===== config.mk =====
export PLATFORM = sky130hd
export DESIGN_NAME = cpc_ram_bank_ctrl
export DESIGN_NICKNAME = d
export VERILOG_FILES = /design/src/rtl/cpc_ram_pkg.sv /design/src/rtl/cpc_ram_map.sv /design/src/rtl/cpc_ram_bank_ctrl.sv
export SDC_FILE = /design/constraint.sdc
export NUM_CORES = 1
export LEC_CHECK = 0
export CAP_MARGIN = 20
export CELL_PAD_IN_SITES_DETAIL_PLACEMENT = 1
export CELL_PAD_IN_SITES_GLOBAL_PLACEMENT = 1
export CORE_MARGIN = 3
export CORE_UTILIZATION = 26
export CTS_CLUSTER_DIAMETER = 200
export CTS_CLUSTER_SIZE = 40
export DETAILED_ROUTE_END_ITERATION = 8
export PLACE_DENSITY = 0.76
export SETUP_SLACK_MARGIN = 0.5
export SYNTH_ARGS = -nofsm -noshare
export SYNTH_HDL_FRONTEND = slang
export SYNTH_SLANG_ARGS = --single-unit

===== constraint.sdc =====
create_clock -name clk_i -period 1.2 [get_ports clk_i]
set_input_delay 0.3 -clock clk_i [delete_from_list [all_inputs] [get_ports clk_i]]
set_output_delay 0.3 -clock clk_i [all_outputs]
set_load 0.03 [all_outputs]

===== src/rtl/cpc_ram_pkg.sv =====
`default_nettype none
// ----------------------------------------------------------------------------
// Module   : cpc_ram_pkg
// Brief    : Shared types and constants for the 512K CPC RAM bank controller.
// Revision : 1.0 - initial release
// ----------------------------------------------------------------------------
package cpc_ram_pkg;

    typedef enum logic [1:0] {
        ST_IDLE = 2'd0,
        ST_QUAL = 2'd1,
        ST_HOLD = 2'd2
    } state_t;

    localparam logic [2:0] MODE_0 = 3'd0;
    localparam logic [2:0] MODE_1 = 3'd1;
    localparam logic [2:0] MODE_2 = 3'd2;
    localparam logic [2:0] MODE_3 = 3'd3;
    localparam logic [2:0] MODE_4 = 3'd4;
    localparam logic [2:0] MODE_5 = 3'd5;
    localparam logic [2:0] MODE_6 = 3'd6;
    localparam logic [2:0] MODE_7 = 3'd7;

    localparam int CFG_BANK_MSB = 5;
    localparam int CFG_BANK_LSB = 3;
    localparam int CFG_MODE_MSB = 2;
    localparam int CFG_MODE_LSB = 0;

    localparam logic [1:0] CFG_KEY = 2'b11;

endpackage : cpc_ram_pkg
`default_nettype wire


===== src/rtl/cpc_ram_map.sv =====
`default_nettype none
// ----------------------------------------------------------------------------
// Module   : cpc_ram_map
// Brief    : Combinational window-to-SRAM-page mapping from the config register.
// Revision : 1.0 - initial release
// ----------------------------------------------------------------------------
module cpc_ram_map
    import cpc_ram_pkg::*;
(
    input  logic [1:0] a_i,
    input  logic [5:0] cfg_i,
    input  logic       mreq_b_i,
    output logic       ramdis_o,
    output logic       ram_cs_b_o,
    output logic [4:0] ramadr_hi_o
);

    logic [2:0] w_mode;
    logic [2:0] w_bank;
    logic       w_ext;
    logic [1:0] w_page;

    assign w_mode = cfg_i[CFG_MODE_MSB:CFG_MODE_LSB];
    assign w_bank = cfg_i[CFG_BANK_MSB:CFG_BANK_LSB];

    always_comb begin
        w_ext  = 1'b0;
        w_page = a_i;
        case (w_mode)
            MODE_0: begin
                w_ext  = 1'b0;
                w_page = a_i;
            end
            MODE_1, MODE_3: begin
                // Mode 3 also remaps &4000 on the real machine; the host handles that.
                w_ext  = (a_i == 2'b11);
                w_page = 2'b11;
            end
            MODE_2: begin
                w_ext  = 1'b1;
                w_page = a_i;
            end
            MODE_4, MODE_5, MODE_6, MODE_7: begin
                w_ext  = (a_i == 2'b01);
                w_page = w_mode[1:0];
            end
            default: begin
                w_ext  = 1'b0;
                w_page = a_i;
            end
        endcase
    end

    assign ramadr_hi_o = w_ext ? {w_bank, w_page} : {w_bank, a_i};
    assign ramdis_o    = w_ext;
    assign ram_cs_b_o  = ~(w_ext & ~mreq_b_i);

endmodule : cpc_ram_map
`default_nettype wire


===== src/rtl/cpc_ram_bank_ctrl.sv =====
`default_nettype none
// ----------------------------------------------------------------------------
// Module   : cpc_ram_bank_ctrl
// Brief    : Qualifies Z80 RAM-config port writes and drives the SRAM banking pins.
// Revision : 1.0 - initial release
// ----------------------------------------------------------------------------
module cpc_ram_bank_ctrl
    import cpc_ram_pkg::*;
(
    input  logic       clk_i,
    input  logic       rst_i,
    input  logic [1:0] a_i,
    input  logic [7:0] d_i,
    input  logic       ioreq_b_i,
    input  logic       wr_b_i,
    input  logic       mreq_b_i,
    output logic [5:0] cfg_o,
    output logic       cfg_wr_o,
    output logic       ramdis_o,
    output logic       ram_cs_b_o,
    output logic [4:0] ramadr_hi_o
);

    logic       w_strobe;
    logic       sync1_q;
    logic       sync2_q;
    state_t     state_q;
    state_t     state_d;
    logic       w_load;
    logic [5:0] cfg_q;
    logic [5:0] cfg_d;
    logic       cfg_wr_q;

    // Decoded from raw pins so only one signal crosses into the clock domain.
    assign w_strobe = ~ioreq_b_i & ~wr_b_i & ~a_i[1];

    always_comb begin
        state_d = state_q;
        w_load  = 1'b0;
        case (state_q)
            ST_IDLE: begin
                if (sync2_q) state_d = ST_QUAL;
            end
            ST_QUAL: begin
                if (sync2_q) begin
                    state_d = ST_HOLD;
                    w_load  = (d_i[7:6] == CFG_KEY);
                end else begin
                    state_d = ST_IDLE;
                end
            end
            ST_HOLD: begin
                if (!sync2_q) state_d = ST_IDLE;
            end
            default: state_d = ST_IDLE;
        endcase
    end

    assign cfg_d = w_load ? d_i[5:0] : cfg_q;

    always_ff @(posedge clk_i or posedge rst_i) begin
        if (rst_i) begin
            sync1_q  <= 1'b0;
            sync2_q  <= 1'b0;
            state_q  <= ST_IDLE;
            cfg_q    <= 6'h00;
            cfg_wr_q <= 1'b0;
        end else begin
            sync1_q  <= w_strobe;
            sync2_q  <= sync1_q;
            state_q  <= state_d;
            cfg_q    <= cfg_d;
            cfg_wr_q <= w_load;
        end
    end

    assign cfg_o    = cfg_q;
    assign cfg_wr_o = cfg_wr_q;

    cpc_ram_map u_map (
        .a_i         (a_i),
        .cfg_i       (cfg_q),
        .mreq_b_i    (mreq_b_i),
        .ramdis_o    (ramdis_o),
        .ram_cs_b_o  (ram_cs_b_o),
        .ramadr_hi_o (ramadr_hi_o)
    );

endmodule : cpc_ram_bank_ctrl
`default_nettype wire


==> results of run 1 <==
cell type report:
class	instances	area, sq um
clock inverter	1	5.00
timing repair buffer	39	408
sequential	11	285
tap	25	31.3
clock buffer	3	22.5
multi-input combinational	20	220
inverter	3	15.0
fill	188	758
critical path, stage by stage (launching register included):
cell	delay (ns)
dfrtp_2	0.42
buf_6	0.13
and3_4	0.15
o21ai_4	0.12
a21o_2	0.14
buf_6	0.12
what timing repair did:
item / CTS / global route
resized for setup: 27 / 14
pin swaps: 4 / 3
setup buffers: 2 / 4
endpoints found under the setup margin: 24 / 32
per-layer routing:
layer | vias up | part of all wire | wire (microns) | track usage
met1 | 214 | 0.36 | 532 | 0.134
li1 | 204 | - | - | -
met3 | 2 | 0.039 | 59 | 0.0336
met2 | 11 | 0.60 | 890 | 0.219
met5 | - | 0 | 0 | 0
met4 | 0 | 0.0080 | 12 | 0.0900
sequential cells by signal, summed over array words and instances, names as in the netlist:
| register | count |
|---|---|
| sync2_q | 1 |
| cfg_wr_o | 1 |
| sync1_q | 1 |
| state_q | 2 |
| cfg_o | 6 |
where the power goes:
part | switching, mW | leakage, nW | internal [mW]
registers | 0.0183 | 0.138 | 0.392
logic | 0.136 | 0.310 | 0.166
clock network | 0.130 | 0.0177 | 0.123
worst paths after layout:
check / start / endpoint / slack, ns / cells after the start
max: cfg_o[0]$_DFFE_PP0P_ / ram_cs_b_o / -0.45 / 5
min: rst_i / state_q[1]$_DFFE_PP0P_ / 0.31 / 2
max reg2reg: state_q[1]$_DFFE_PP0P_ / cfg_o[5]$_DFFE_PP0P_ / 0.02 / 3
min reg2reg: sync1_q$_DFF_PP0_ / sync2_q$_DFF_PP0_ / 0.35 / 0
max in group asynchronous: rst_i / cfg_o[4]$_DFFE_PP0P_ / 0.69 / 2
min in group clk_i: sync1_q$_DFF_PP0_ / sync2_q$_DFF_PP0_ / 0.35 / 0
synth_stat cells:
cell      instances  area [sq um]
a21o_1            1          7.51
a31o_2            1          8.76
and2_1            1          6.26
and3_1            1          6.26
buf_4             3          22.5
dfrtp_1          11           275
inv_1             3          11.3
mux2_2            6          67.6
nand2_1           1          3.75
nand3b_1          1          7.51
nand4_4           1          21.3
nor2b_1           2          12.5
nor2b_2           1          8.76
nor3_1            1          5.00
o21ai_0           1          5.00
o31a_1            1          8.76
xor2_1            1          8.76
per-stage QoR:
stage	cell area (sq um)	power (mW)	utilization
3_5_place_dp	796	0.645	0.456
3_3_place_gp	796	0.642	0.456
4_1_cts	916	0.946	0.525
2_1_floorplan	513	0.536	-
6_report	987	0.966	0.566
5_1_grt	987	1.02	0.566
kinds of logic after synthesis:
logic type,after synthesis,share of synthesized area
flip-flops,11,0.566
AND/OR/NAND/NOR,9,0.147
multiplexers,6,0.139
buffers and inverters,6,0.0694
AO/OA/AOI/OAI,4,0.0617
XOR/XNOR,1,0.0180
==> flow_summary.ini, run 1 <==
[final_layout]
diodes = 0
syn2layout_area_growth_pct = 103
fin_nets = 93
layout_common_cells = 22 x buf_6, 12 x clkdlybuf4s50_1, 8 x dfrtp_2
instances_no_fill = 102
drive_gt1_frac = 0.714
layout_commonest_cell = buf_6

[sta]
rsz0062_at_grt = true
finalHoldViolations = 0
setup_tns_ns = -2.00
hold_ws_ns = 0.310
setup_viol = 7
fin_crit_ns = 1.65
slew_headroom = 0.837
worst_pin_slew_ns = 0.244
timing.final.ws_setup_ns = -0.451
clock.fmax_mhz = 606
finalMaxSlewViolations = 0
fin_skew_ns = 0.00288
timing.final.crit_share = 1.38

[grt]
grt_pass1_wl_microns = 2270
grt-ovfl-total = 0
grt_max_degree = 12
grt_pass1_vias = 460
grt_util_all_layers = 0.128
antenna_found_initial = 0

[drt]
route.detailed.drc = 0
ant_nets = 0
vias_per_cell = 4.23
first_pass_iters = 1
wl_per_cell_microns = 14.7
drt_iter0_markers = 0
vias = 431
drt-total-wl_microns = 1500

[synth]
syn_area_sq_um = 487
ys_seq_elements = 11
ys_seq_area_frac = 0.566
yosys.cell_types.count = 17
syn-num-nets = 52
yosys_warnings = 0
synthCells = 37
postSynthAreaPerCell_sq_um = 13.2

[place]
placed_cells = 92
place_congestion = 0.722
post-place-ws_ns = -0.719
port_buffers = 28

[run_status]
status = complete, but fails checks
violations = setup timing

[floorplan]
design.portCount = 29
row_count = 15
fp.dieH_microns = 49.3
die_w_microns = 49.3
floorplan.initialDensity = 0.279
die-area_sq_um = 2430
core_sq_um = 1750

[run]
cap_violations = 0

[clocking]
cts_buffers = 3
cts_root_buffer = clkbuf_4
clock-sinks = 11
path_clk_slew_ns = 0.08
worstSkewPairLatency_ns = 0.26
ctsLongestPathBuffers = 2
hold_buffers = 0
cts_tree = built
htree_levels = 1

[setup_path]
required_ns = 0.90
end_kind = output port
start_kind = register
worstPathArrival_ns = 1.35
critPathKind = reg -> out
crit_fanout = 3

[pwr]
ir_worst_vdd_uv = 681
p_per_area_nw_per_um2 = 978
power_leakage_nw = 0.465

[hold_path]
hp-class = in -> async
Note: power is estimated with default switching activity, not from simulation.
==> run 2, diff against run 1 <==
- CORE_UTILIZATION: 26 -> 28
- CTS_BUF_LIST: unset -> sky130_fd_sc_hd__clkbuf_4 sky130_fd_sc_hd__clkbuf_8
- PLACE_DENSITY: 0.76 -> 0.81
==> flow_summary.ini, run 2 (synthesis results as in run 1) <==
[floorplan]
fp.dieH_microns = 47.7
design.portCount = 29
row_count = 14
floorplan.initialDensity = 0.309
core_sq_um = 1580
die-area_sq_um = 2270
die_w_microns = 47.7

[setup_path]
critPathKind = reg -> out
required_ns = 0.90
cp_slowest_stage_delay_ns = 0.41
crit_fanout = 4
r2r_slack_ns = 0
slowest_stage = dfrtp_2
start_kind = register
timing.rr.end = cfg_o[5]$_DFFE_PP0P_
end_kind = output port
cp-endpoint = ram_cs_b_o
r2r_cells = 3
crit_path_frequent_cell = buf_6
worstPathCellList = buf_6 -> and3_4 -> o21ai_4 -> a21o_2 -> buf_6
worstPathArrival_ns = 1.38
reg2reg_from = state_q[1]$_DFFE_PP0P_
startpoint = cfg_o[0]$_DFFE_PP0P_

[drt]
vias = 441
drt_iter0_markers = 5
wl_per_cell_microns = 16.7
route.detailed.drc = 0
drt-total-wl_microns = 1600
ant_nets = 0
vias_per_cell = 4.59
first_pass_iters = 3

[final_layout]
layout_commonest_cell = buf_6
fin_nets = 96
layout_common_cells = 22 x buf_6, 10 x clkdlybuf4s50_1, 7 x dfrtp_2
syn2layout_area_growth_pct = 108
diodes = 0
drive_gt1_frac = 0.700
largest_reg_flops = 6
postLayoutCoreUtil = 0.642

[grt]
antenna_found_initial = 0
grt-ovfl-total = 0
grt_pass1_wl_microns = 2290
grt_pass1_vias = 470
grt_max_degree = 12
grt_util_all_layers = 0.157

[place]
post-place-ws_ns = -0.772
port_buffers = 28
hpwl_microns = 1120
place_congestion = 0.717

[pwr]
ir_worst_vdd_uv = 954
power_leakage_nw = 0.500
p_per_area_nw_per_um2 = 987

[run_status]
violations = setup timing
status = complete, but fails checks

[sta]
slew_headroom = 0.852
finalMaxSlewViolations = 0
finalHoldViolations = 0
fin_crit_ns = 1.68
clock.fmax_mhz = 597
setup_viol = 8
fin_skew_ns = 0.00296
timing.final.crit_share = 1.40
timing.final.ws_setup_ns = -0.475
worst_pin_slew_ns = 0.222
rsz0062_at_grt = true

[clocking]
cts_root_buffer = clkbuf_4
htree_levels = 1
ctsLongestPathBuffers = 2
clock-sinks = 11
cts_tree = built
cts_buffers = 3
worstSkewPairLatency_ns = 0.27
hold_buffers = 0
path_clk_slew_ns = 0.07

[run]
cap_violations = 0

[hold_path]
hp-class = in -> async
## run 2: cell count changes in the layout (fill, tap and decap cells not counted), sizes merged
cell	before	now
buf	25	28
clkbuf	3	4
clkdlybuf4s50	12	10
clkinv	1	0
clkinvlp	1	0
dlygate4sd2	2	4
inv	2	3
## run 2: worst max-delay path, delay by kind of cell, from the launching register on
kind | cells | cell delay (ns)
simple gates | 1 | 0.15
flops | 1 | 0.41
compound gates | 2 | 0.29
buf+inv | 2 | 0.25
## run 2: layer usage
| metal | GRT usage | part of all wire |
|---|---|---|
| met3 | 0.0714 | 0.059 |
| met1 | 0.149 | 0.34 |
| met5 | 0 | 0 |
| met2 | 0.306 | 0.60 |
| met4 | 0.0323 | 0.0050 |
## run 2: stage by stage
stage	area (sq um)	std cells	setup TNS (ns)	power, mW	hold slack (ns)
global route	1010	96	-2.72	1.05	0.343
global placement	792	84	-3.64	0.644	0.334
floorplan	513	37	-0.177	0.536	0.152
finish	1010	96	-2.16	0.999	0.339
detailed placement	792	84	-3.99	0.652	0.358
CTS	962	92	-2.03	0.991	0.324
## run 2: worst min path at each step
stage / from / endpoint / slack (ns) / cells after the start
after CTS: rst_i / sync1_q$_DFF_PP0_ / 0.32 / 3
final: rst_i / sync1_q$_DFF_PP0_ / 0.34 / 3
after global placement: sync1_q$_DFF_PP0_ / sync2_q$_DFF_PP0_ / 0.33 / 0
after global routing: ioreq_b_i / sync1_q$_DFF_PP0_ / 0.34 / 2
after floorplan: rst_i / state_q[0]$_DFFE_PP0P_ / 0.15 / 1
after detailed placement: sync1_q$_DFF_PP0_ / sync2_q$_DFF_PP0_ / 0.36 / 0
## run 2: final cells by class
cell class | count | area, sq um
Multi-Input combinational cell | 20 | 239
Fill cell | 161 | 564
Tap cell | 16 | 20.0
Timing Repair Buffer | 42 | 428
Sequential cell | 11 | 284
Inverter | 3 | 11.3
Clock buffer | 4 | 30.0
## run 2: report_power, final
part	internal, mW	switching (mW)
Combinational	0.168	0.139
Sequential	0.392	0.0179
Clock	0.151	0.131
## run 2: what timing repair did
item,4_1_cts,5_1_grt
resized for setup,35,9
pin swaps,5,3
endpoints found under the setup margin,24,23
buffers inserted,4,4
